$ cat config.mk
export PLATFORM = sky130hd
export DESIGN_NAME = pipe_skid_stage
export DESIGN_NICKNAME = d
export VERILOG_FILES = /design/src/rtl/pipe_pkg.sv /design/src/rtl/pipe_sat_counter.sv /design/src/rtl/pipe_skid_stage.sv
export SDC_FILE = /design/constraint.sdc
export NUM_CORES = 1
export LEC_CHECK = 0
export CAP_MARGIN = 20
export CORE_MARGIN = 1
export CORE_UTILIZATION = 47
export DETAILED_ROUTE_END_ITERATION = 10
export PLACE_DENSITY = 0.83
export SYNTH_ARGS = -nofsm -noshare
export SYNTH_HDL_FRONTEND = slang
export SYNTH_SLANG_ARGS = --single-unit
$ cat constraint.sdc
create_clock -name clk_100MHz -period 2.5 [get_ports clk_100MHz]
set_clock_uncertainty 0.2 [all_clocks]
set_input_delay 0.5 -clock clk_100MHz [delete_from_list [all_inputs] [get_ports clk_100MHz]]
set_output_delay 0.5 -clock clk_100MHz [all_outputs]
set_load 0.1 [all_outputs]
$ cat src/rtl/pipe_pkg.sv
// ============================================================================
// Module   : pipe_pkg
// Brief    : Shared pipeline-stage types and the ID/EX payload field layout.
// Revision : 1.0 - initial release
// ============================================================================
`default_nettype none

package pipe_pkg;

    typedef enum logic [1:0] {
        EMPTY = 2'b00,
        BUSY  = 2'b01,
        FULL  = 2'b10
    } pipe_state_t;

    // ID/EX bundle: instantiation sites pack/unpack payloads with these.
    localparam int c_IDEX_INST_W       = 32;
    localparam int c_IDEX_INST_ADDR_W  = 32;
    localparam int c_IDEX_REG_DATA_W   = 32;
    localparam int c_IDEX_REG_W_E_W    = 1;
    localparam int c_IDEX_REG_W_ADDR_W = 5;
    localparam int c_IDEX_OP_W         = 32;

    localparam int c_IDEX_INST_OFF       = 0;
    localparam int c_IDEX_INST_ADDR_OFF  = c_IDEX_INST_OFF + c_IDEX_INST_W;
    localparam int c_IDEX_REG1_OFF       = c_IDEX_INST_ADDR_OFF + c_IDEX_INST_ADDR_W;
    localparam int c_IDEX_REG2_OFF       = c_IDEX_REG1_OFF + c_IDEX_REG_DATA_W;
    localparam int c_IDEX_REG_W_E_OFF    = c_IDEX_REG2_OFF + c_IDEX_REG_DATA_W;
    localparam int c_IDEX_REG_W_ADDR_OFF = c_IDEX_REG_W_E_OFF + c_IDEX_REG_W_E_W;
    localparam int c_IDEX_OP1_OFF        = c_IDEX_REG_W_ADDR_OFF + c_IDEX_REG_W_ADDR_W;
    localparam int c_IDEX_OP2_OFF        = c_IDEX_OP1_OFF + c_IDEX_OP_W;
    localparam int c_IDEX_OP1_JUMP_OFF   = c_IDEX_OP2_OFF + c_IDEX_OP_W;
    localparam int c_IDEX_OP2_JUMP_OFF   = c_IDEX_OP1_JUMP_OFF + c_IDEX_OP_W;
    localparam int c_IDEX_USED_W         = c_IDEX_OP2_JUMP_OFF + c_IDEX_OP_W;
    localparam int c_IDEX_W              = 294;

endpackage

`default_nettype wire

$ cat src/rtl/pipe_sat_counter.sv
// ============================================================================
// Module   : pipe_sat_counter
// Brief    : Up-counter that sticks at all ones; cleared only by reset.
// Revision : 1.0 - initial release
// ============================================================================
`default_nettype none

module pipe_sat_counter #(
    parameter int W = 16
) (
    input  logic         clk_100MHz,
    input  logic         arst_n,
    input  logic         inc,
    output logic [W-1:0] count
);

    logic [W-1:0] r_count;

    always_ff @(posedge clk_100MHz or negedge arst_n) begin
        if (!arst_n) begin
            r_count <= '0;
        end else if (inc && (r_count != {W{1'b1}})) begin
            r_count <= r_count + 1'b1;
        end
    end

    assign count = r_count;

endmodule

`default_nettype wire

$ cat src/rtl/pipe_skid_stage.sv
// ============================================================================
// Module   : pipe_skid_stage
// Brief    : Valid/ready pipeline register with one-entry skid, hold and flush.
// Revision : 1.0 - initial release
// ============================================================================
`default_nettype none

module pipe_skid_stage
    import pipe_pkg::*;
#(
    parameter int                DATA_W     = 294,
    parameter logic [DATA_W-1:0] BUBBLE_VAL = {DATA_W{1'b0}},
    parameter int                CNT_W      = 16
) (
    input  logic              clk_100MHz,
    input  logic              arst_n,
    input  logic              up_valid_i,
    output logic              up_ready_o,
    input  logic [DATA_W-1:0] up_data_i,
    output logic              down_valid_o,
    input  logic              down_ready_i,
    output logic [DATA_W-1:0] down_data_o,
    input  logic              hold_ena_i,
    input  logic              flush_i,
    output logic [CNT_W-1:0]  bp_cnt_o
);

    pipe_state_t       r_state;
    logic [DATA_W-1:0] r_out;
    logic [DATA_W-1:0] r_skid;

    logic w_up_ready;
    logic w_down_valid;
    logic w_up_fire;
    logic w_down_fire;
    logic w_bp_inc;

    // Handshakes depend only on state and hold, so ready never combinationally follows downstream.
    assign w_up_ready   = (r_state != FULL)  & ~hold_ena_i;
    assign w_down_valid = (r_state != EMPTY) & ~hold_ena_i;
    assign w_up_fire    = up_valid_i & w_up_ready;
    assign w_down_fire  = w_down_valid & down_ready_i;
    assign w_bp_inc     = w_down_valid & ~down_ready_i & ~flush_i;

    always_ff @(posedge clk_100MHz or negedge arst_n) begin
        if (!arst_n) begin
            r_state <= EMPTY;
            r_out   <= BUBBLE_VAL;
            r_skid  <= BUBBLE_VAL;
        end else if (hold_ena_i) begin
            r_state <= r_state;
        end else if (flush_i) begin
            r_state <= EMPTY;
            r_out   <= BUBBLE_VAL;
            r_skid  <= BUBBLE_VAL;
        end else begin
            case (r_state)
                EMPTY: begin
                    if (w_up_fire) begin
                        r_out   <= up_data_i;
                        r_state <= BUSY;
                    end
                end
                BUSY: begin
                    if (w_up_fire && w_down_fire) begin
                        r_out <= up_data_i;
                    end else if (w_up_fire) begin
                        r_skid  <= up_data_i;
                        r_state <= FULL;
                    end else if (w_down_fire) begin
                        r_state <= EMPTY;
                    end
                end
                FULL: begin
                    if (w_down_fire) begin
                        r_out   <= r_skid;
                        r_state <= BUSY;
                    end
                end
                default: begin
                    r_state <= EMPTY;
                end
            endcase
        end
    end

    pipe_sat_counter #(
        .W (CNT_W)
    ) u_bp_cnt (
        .clk_100MHz (clk_100MHz),
        .arst_n     (arst_n),
        .inc        (w_bp_inc),
        .count      (bp_cnt_o)
    );

    assign up_ready_o   = w_up_ready;
    assign down_valid_o = w_down_valid;
    assign down_data_o  = r_out;

endmodule

`default_nettype wire

## Word level (Yosys, flattened, before mapping)

Cells that the tools add are included.

- Input port bits: 300
- Output and inout bits: 312
- Register bits: 606
- Word-level logic and storage cells: 49

- Reductions and logical operators: 10
- Bitwise operators: 9
- Equality and inequality tests: 10
- $add $sub $neg: 1
- Multiplexer cells: 15

Operator list:

| cell | number |
|---|---|
| 294-bit 2-to-1 mux | 7 |
| 294-bit one-hot mux with 3 select lines | 1 |
| 16-bit by 1-bit adder with 16-bit output, second input constant | 1 |
| 16-bit != test, second input constant | 1 |
| 2-bit 2-to-1 mux | 6 |
| 3-bit != test, second input constant | 4 |
| 5-bit AND reduction | 2 |
| 1-bit bitwise AND | 6 |
| 2-bit one-hot mux with 3 select lines | 1 |
| 2-bit nonzero test | 3 |
| 2-bit != test, second input constant | 2 |
| 4-bit != test, second input constant | 1 |
| 4-bit AND reduction | 1 |
| 4-bit nonzero test | 1 |
| 1-bit inverter | 3 |
| 2-bit by 1-bit == test with 1-bit output, second input constant | 1 |
| 2-bit == test, second input constant | 1 |
| 1-bit logical AND | 2 |
| 2-bit zero test | 1 |

## Logic depth before layout (Yosys ltp)

Gate-level depths: netlist of the first run.

- Depth in word-level cells: 8
- Depth in mapped cells: 10
- Gate-level depth less buffers: 6

## Cells and area by module

From an unflattened synthesis of the first run, not the netlist that was laid out.

- Cell total of the unflattened synthesis: 3115
- Area, all modules: 31312.5 um^2

Modules (own cells, without submodules):

| module | times used | cells an instance | area an instance (um^2) | sequential area each (um^2) |
|---|---|---|---|---|
| pipe_skid_stage | 1 | 3043 | 30453.0 | 14764.2 |
| pipe_sat_counter | 1 | 72 | 859.6 | 400.4 |

## Worst setup path after synthesis of the first run

Ideal clock, no wire load.

- Path type: flip-flop to flip-flop
- Start: register r_state[0]
- End: register r_out[0], in the netlist down_data_o[0]
- Setup time: 0.128 ns
- Cell stages (with the launch flop): 9
- Data arrival time: 3.293 ns
- Buffers on the path: 2
- Setup slack: -1.121 ns
- Period minus slack after synthesis: 3.621 ns
- Data required time: 2.172 ns
- Cells stage by stage: dfrtp_1 -> inv_1 -> ha_1 -> nor2_1 -> nand4_1 -> a31oi_4 -> buf_4 -> buf_6 -> mux2_1

- Cells in the longest elaborated chain, start to end: 6
- Elaborated cells between the ends (all ways): 17
- Classes of those cells: 6 x eq/ne; 2 x mux; 4 x bitwise; 5 x reduce/logical

Ends and longest elaborated chain:

| item | line | text |
|---|---|---|
| start: declaration | pipe_skid_stage.sv:28 | `pipe_state_t r_state;` |
| start signal: assignment | pipe_skid_stage.sv:51 | `r_state <= r_state;` |
| 2-bit nonzero test (*) | pipe_skid_stage.sv:40 | `assign w_down_valid = (r_state != EMPTY) & ~hold_ena_i;` |
| 1-bit bitwise AND (*) | pipe_skid_stage.sv:40 |  |
| net down_valid_o | pipe_skid_stage.sv:20 | `output logic down_valid_o,` |
| 1-bit bitwise AND (*) | pipe_skid_stage.sv:42 | `assign w_down_fire = w_down_valid & down_ready_i;` |
| 1-bit logical AND | pipe_skid_stage.sv:65 | `if (w_up_fire && w_down_fire) begin` |
| 3-bit != test (no source line) | n/a |  |
| 5-bit AND reduction (no source line) (*) | n/a |  |
| end signal: assignment | pipe_skid_stage.sv:60 | `r_out <= up_data_i;` |
| end signal: assignment | pipe_skid_stage.sv:66 | `r_out <= up_data_i;` |
| end signal: assignment | pipe_skid_stage.sv:76 | `r_out <= r_skid;` |
| end: declaration | pipe_skid_stage.sv:29 | `logic [DATA_W-1:0] r_out;` |

The timed path passes the listed nets; every way through them passes the cells marked *.
A chain may end at the register's enable or synchronous reset.

## Final worst setup path of the first run

- Start: register r_state[1]
- End: register r_out[195], in the netlist down_data_o[195]

- Cells in the longest elaborated chain, start to end: 6
- Elaborated cells between the ends (all ways): 17
- Classes of those cells: 6 x eq/ne; 2 x mux; 4 x bitwise; 5 x reduce/logical

Ends and longest elaborated chain:

| item | line |
|---|---|
| 2-bit != test or 2-bit nonzero test (tied branches) | pipe_skid_stage.sv:39, pipe_skid_stage.sv:40 |
| 1-bit bitwise AND (on tied branches) | pipe_skid_stage.sv:39, pipe_skid_stage.sv:40 |
| 1-bit bitwise AND (on tied branches) | pipe_skid_stage.sv:41, pipe_skid_stage.sv:42 |
| 1-bit logical AND | pipe_skid_stage.sv:65 |
| 3-bit != test (no source line) | n/a |
| 5-bit AND reduction (no source line) | n/a |

Several ways; a longest one is shown, not always the timed one.

==> flow_metrics.tcl, run 1 <==
set metrics [dict create \
    ant_nets 0 \
    slew_headroom_pct 22.47 \
    synth_area_mm2 0.02947 \
    viasPerCell 5.666 \
    vias 23677 \
    drtIter0Drc 1846 \
    yosys.area.top_type "dfrtp_1" \
    syn_to_final_growth_pct 33.30 \
    rows 91 \
    antenna_found_initial 14 \
    start_util_pct 47.67 \
    grt_first_pass_wirelength_mm 128.2 \
    route.detailed.drc 0 \
    grt_usage_pct 25.20 \
    gp_congestion 0.8313 \
    cp.required_ns 2.77 \
    crit_path_top_delay_cell "dfrtp_1" \
    ys_warn_count 0 \
    start_kind "flop" \
    drv_cap 0 \
    wirelength_mm 85.74 \
    synthTopCellsByCount "dfrtp_1, inv_1, nor2_1, mux2i_1, o21ai_0" \
    grt-ovfl-total 0 \
    worst_pin_slew_ns 1.163 \
    synth_flop_cell "dfrtp_1" \
    yosysMostFrequentCell "dfrtp_1" \
    cts.sinks 606 \
    cts_buffers 66 \
    die_y_um 252.4 \
    leakage_uw 0.01820 \
    port_buffers 611 \
    wire_per_inst_um 20.52 \
    htree_num_levels 3 \
    yosys.cell_types.count 42 \
    rsz0062_at_grt "yes" \
    end_kind "flop" \
    hold_ws_ns 0.1903 \
    irDropWorstVdd_v 0.001269 \
    slowest_delay_ns 0.38 \
    path_clk_slew_ns 0.06 \
    cp_data_arrival_time_ns 2.85 \
    timing_worst_setup_path_type "flop to flop" \
    cts_root_buf "clkbuf_16" \
    io_pins 612 \
    tritoncts "built" \
    synth_cells 2718 \
    fmax_mhz 387.1 \
    grt_pass1_vias 23085 \
    nets 3584 \
    period_share_pct 103.3 \
    final_util_pct 63.54 \
    dieArea_mm2 0.06371 \
    failed_checks "negative setup slack" \
    syn_nets 3023 \
    cts_max_path_buffers 3 \
    clock_latency_ns 0.58 \
    post-dp-hpwl_mm 56.14 \
    period_minus_slack_ns 2.583 \
    crit_top_cell "buf_6" \
    hp-class "primary input to asynchronous set/reset pin" \
    drt-pass1-iter-count 5 \
    fin_tns_setup_ns -9.816 \
    synthArstFlopShare_pct 100.0 \
    path_cells "buf_6 > ha_4 > buf_6 > a311o_1 > a31oi_4 > buf_12 > clkbuf_16 > buf_16 > mux2_1" \
    outcome "finished with violations" \
    die_x_um 252.4 \
    setup_viol 238 \
    synth_edf_count 0 \
    fp.coreArea_mm2 0.06183 \
    final_max_slew_viol_count 0 \
    p_per_area_mw_per_mm2 1270 \
    ys_ff_latch 606 \
    cp_max_fo 10 \
    crit_buf_inv 5 \
    yosys.area.top_type_share_pct 51.45 \
    avgSynthCellArea_um2 10.84 \
    worst_slack_ns -0.08328 \
    synthTopCellsByArea "dfrtp_1, mux2i_1, mux2_1" \
    hold_viol 0 \
    synth-seq-area-share_pct 51.45 \
    critPathTopFamily "buffers and inverters" \
    drive_above_1_share_pct 20.41 \
    grt_max_degree 234 \
]
[flip-flops by register name, indices dropped and copies added, names as in the netlist]
| signal | cells |
|---|---|
| down_data_o | 294 |
| r_skid | 294 |
| u_bp_cnt.count | 16 |
| r_state | 2 |
[worst paths after layout]
check	start	depth (start not counted)	endpoint	slack (ns)
max	r_state[1]$_DFFE_PN0P_	9	down_data_o[195]$_DFFE_PN0P_	-0.08
min	arst_n	2	down_data_o[36]$_DFFE_PN0P_	0.19
max reg2reg	r_state[1]$_DFFE_PN0P_	9	down_data_o[195]$_DFFE_PN0P_	-0.08
min reg2reg	down_data_o[157]$_DFFE_PN0P_	1	down_data_o[157]$_DFFE_PN0P_	0.28
max in group asynchronous	arst_n	4	down_data_o[121]$_DFFE_PN0P_	0.96
min in group clk_100MHz	down_data_o[157]$_DFFE_PN0P_	1	down_data_o[157]$_DFFE_PN0P_	0.28
[power by group]
part | switching, µW | internal (µW) | leakage [µW]
Combinational | 19000 | 6600 | 0.00925
Clock | 4080 | 5740 | 0.00108
Sequential | 1890 | 12600 | 0.00787
Total | 24900 | 24900 | 0.0182
[worst reg2reg max path, delay by kind of cell, from the launching register on]
family | cells | cell delay (ns)
flops | 1 | 0.38
mux | 1 | 0.36
buf+inv | 5 | 0.83
fa+ha+maj | 1 | 0.15
compound gates | 2 | 0.57
[kinds of logic (layout without fill, tap and decap cells)]
kind of cell,count (synthesis),count (layout),synth area share [%]
AO/OA/AOI/OAI,604,604,14.13
XOR/XNOR,12,12,0.3566
adder cells (fa/ha/maj),5,5,0.2123
buffers and inverters,563,1176,7.884
flip-flops,606,606,51.45
multiplexers,593,593,21.41
other,0,11,0
AND/OR/NAND/NOR,335,335,4.555
[cell usage in the layout (no fill, tap or decap), types with 15 or more instances in the layout]
master           netlist  final
buf_4                 13    377
clkbuf_8               0     15
clkbuf_1             197     15
mux2i_1              295    295
mux2_4                 0     64
mux2_2                38     39
buf_12                 0     41
inv_1                300    299
o21ai_0              295    295
clkdlybuf4s50_1        0    296
dfrtp_1              606    604
o41ai_1              294    294
clkbuf_16              0     78
mux2_1               260    195
nor2_1               300    298
[through the flow]
step	power (µW)	instance area [µm²]	worst slack [ns]	instances
floorplan	32760	29600	-0.1299	2718
global placement	38630	36240	-0.3458	4025
detailed placement	39040	36240	-0.3809	4025
CTS	49060	38570	-0.07477	4150
global route	51440	39280	-0.1576	4177
finish	49880	39290	-0.08328	4179
[layer usage]
| metal | GRT usage, % | vias up | wire length, µm |
|---|---|---|---|
| met3 | 4.923 | 202 | 5060 |
| met1 | 32.79 | 11845 | 35540 |
| met4 | 11.20 | 4 | 3589 |
| met2 | 40.80 | 831 | 41520 |
| li1 | - | 10795 | - |
| met5 | 0 | - | 34 |
[timing repair]
item,CTS,global route
setup endpoints to repair,220,293
pin swaps,1,2
setup buffers,2,7
cloned,2,12
resized for setup,11,86
hold buffers,1,0
endpoints found under the hold margin,251,0
[area by class of cell]
cell class,instances,area (µm²)
clock inverters,23,251.5
inverters,300,1126
diodes,11,27.53
fillers,4556,22540
flip-flops and latches,606,15170
well taps,837,1047
repair buffers,756,7442
clock buffers,97,1939
multi-input cells,1549,12280
Power figures use the tool's default switching activity.
==> inputs of run 2 (changes only) <==
Settings changed: CORE_UTILIZATION 47 to 52, GPL_TIMING_DRIVEN set to 0, PLACE_DENSITY 0.83 to 0.87.
Clock period 2.5 ns to 2.9 ns, I/O delays scaled along.
==> run 2 against run 1 <==
  * The flow now finishes without violations
  * Power is 17% lower
  * Flip-flop and latch count stayed put
  * Utilization is 6.0 points higher
  * Critical path type is now primary input to output pin
  * Highest routed layer unchanged
==> flow_metrics.tcl, run 2 (synthesis results as in run 1) <==
set metrics [dict create \
    fp.coreArea_mm2 0.05552 \
    power.total_uw 41360 \
    antenna_found_initial 23 \
    p_per_area_mw_per_mm2 1071 \
    wire_per_inst_um 22.58 \
    viasPerCell 5.900 \
    grt_pass1_vias 25585 \
    grt-ovfl-total 0 \
    setup_viol 0 \
    drt-pass1-iter-count 6 \
    port_buffers 609 \
    combPwrFrac_pct 50.6 \
    io_pins 612 \
    rows 86 \
    period_minus_slack_ns 2.814 \
    leakage_uw 0.01834 \
    cts_buffers 61 \
    switching_share_pct 51.68 \
    route.detailed.drc 0 \
    postLayoutCellArea_mm2 0.03862 \
    min_from "down_data_o[216]$_DFFE_PN0P_" \
    ant_nets 0 \
    cellInternalPower_uw 19980 \
    drtIter0Drc 1942 \
    clock_latency_ns 0.63 \
    path_clk_slew_ns 0.07 \
    start_util_pct 53.08 \
    final_max_slew_viol_count 0 \
    hold_ws_ns 0.2780 \
    cts_max_path_buffers 3 \
    vias 24900 \
    irDropWorstVdd_v 0.0009067 \
    period_share_pct 97.03 \
    layout_common_cells "dfrtp_1, dlygate4sd2_1, inv_1" \
    cts.sinks 606 \
    drive_above_1_share_pct 7.599 \
    syn_to_final_growth_pct 31.05 \
    multiInputGateArea_mm2 0.01202 \
    seq_power_share_pct 29.4 \
    start_kind "primary input" \
    r2r_start "r_state[0]$_DFFE_PN0P_" \
    fmax_mhz 355.4 \
    r2r_cells 8 \
    worst_pin_slew_ns 1.144 \
    nets 3704 \
    cp_max_fo 19 \
    timing_worst_setup_path_type "primary input to output pin" \
    slew_headroom_pct 24.03 \
    p_sw_uw 21380 \
    gp_congestion 0.8975 \
    cp.required_ns 2.12 \
    r2r_slack_ns 0.10 \
    htree_num_levels 2 \
    min_to "down_data_o[216]$_DFFE_PN0P_" \
    drv_cap 0 \
    grt_usage_pct 32.50 \
    post-dp-hpwl_mm 67.65 \
    r2r-end "r_skid[127]$_DFFE_PN0P_" \
    layout_commonest_cell "dfrtp_1" \
    hold_depth 1 \
    dieArea_mm2 0.05763 \
    grt_first_pass_wirelength_mm 145.7 \
    grt_max_degree 121 \
    final_util_pct 69.56 \
    hold_viol 0 \
    end_kind "output pin" \
    clkPwrFrac_pct 20.0 \
    die_x_um 240.1 \
    placed_cell_area_mm2 0.03666 \
    rsz0062_at_grt "yes" \
    wirelength_mm 95.28 \
    outcome "finished, final reports clean" \
    seqCellArea_mm2 0.01516 \
    fillCellCount 4046 \
    cts_root_buf "clkbuf_16" \
    die_y_um 240.1 \
    tritoncts "built" \
    cp_data_arrival_time_ns 2.03 \
    hp-class "flop to flop" \
]
run 2: changes by cell type in the layout (fill, tap and decap cells not counted), sizes merged, moves of 2 or more:
cell	previous run	this run
bufinv	3	6
dlymetal6s2s	0	8
clkinv	16	8
clkbuf	108	292
bufbuf	2	0
dlygate4sd2	0	302
buf	446	76
diode	11	24
run 2: final cells by class:
class | instances | share of cell area, %
clock inverters | 18 | 0.6544
inverters | 300 | 2.916
repair buffers | 620 | 15.36
plain buffers | 261 | 3.372
flip-flops and latches | 606 | 39.26
diodes | 24 | 0.1555
multi-input cells | 1549 | 31.13
clock buffers | 94 | 4.720
well taps | 748 | 2.423
run 2: per-stage QoR:
stage	cells	TNS, ns	setup WS (ns)
6_report	4220	0	0.08608
5_1_grt	4212	-0.1990	-0.02897
4_1_cts	4195	-0.08449	-0.08449
3_5_place_dp	4080	-280.64	-1.829
3_3_place_gp	4075	-	-26.45
2_1_floorplan	2718	0	0.1341
run 2: critical path, stage by stage:
cell and delay [ns]:
clkbuf_2 0.28, clkbuf_2 0.39, buf_2 0.52, nor2_4 0.06, buf_12 0.18
run 2: what timing repair did:
| item | in CTS | in global routing |
|---|---|---|
| hold buffers | 1 | 0 |
| resized for setup | 370 | 29 |
| buffers inserted | 3 | 2 |
| setup endpoints to repair | 888 | 406 |
| pin swaps | 1 | 0 |
| endpoints found under the hold margin | 90 | 0 |
run 2: worst max path at each step:
stage	startpoint	to	slack (ns)	cells after the start
2_1_floorplan	hold_ena_i	down_data_o[0]$_DFFE_PN0P_	0.13	7
3_3_place_gp	arst_n	down_data_o[242]$_DFFE_PN0P_	-26.45	1
3_5_place_dp	hold_ena_i	up_ready_o	-1.83	6
4_1_cts	r_state[0]$_DFFE_PN0P_	up_ready_o	-0.08	7
5_1_grt	r_state[0]$_DFFE_PN0P_	r_skid[276]$_DFFE_PN0P_	-0.03	9
6_report	hold_ena_i	up_ready_o	0.09	5
run 2: per-layer routing:
metal	track usage (%)	routed length (µm)
met2	53.51	45090
met4	18.30	5918
met5	0	43
met1	38.64	35710
met3	8.507	8509
run 2: power groups by stage:
stage	combinational [µW]	sequential, µW	clock [µW]
3_3_place_gp	21600	12200	0
2_1_floorplan	4070	24000	0
4_1_cts	20900	12100	8310
6_report	20900	12200	8270
3_5_place_dp	21900	12300	0
5_1_grt	21600	12400	8650
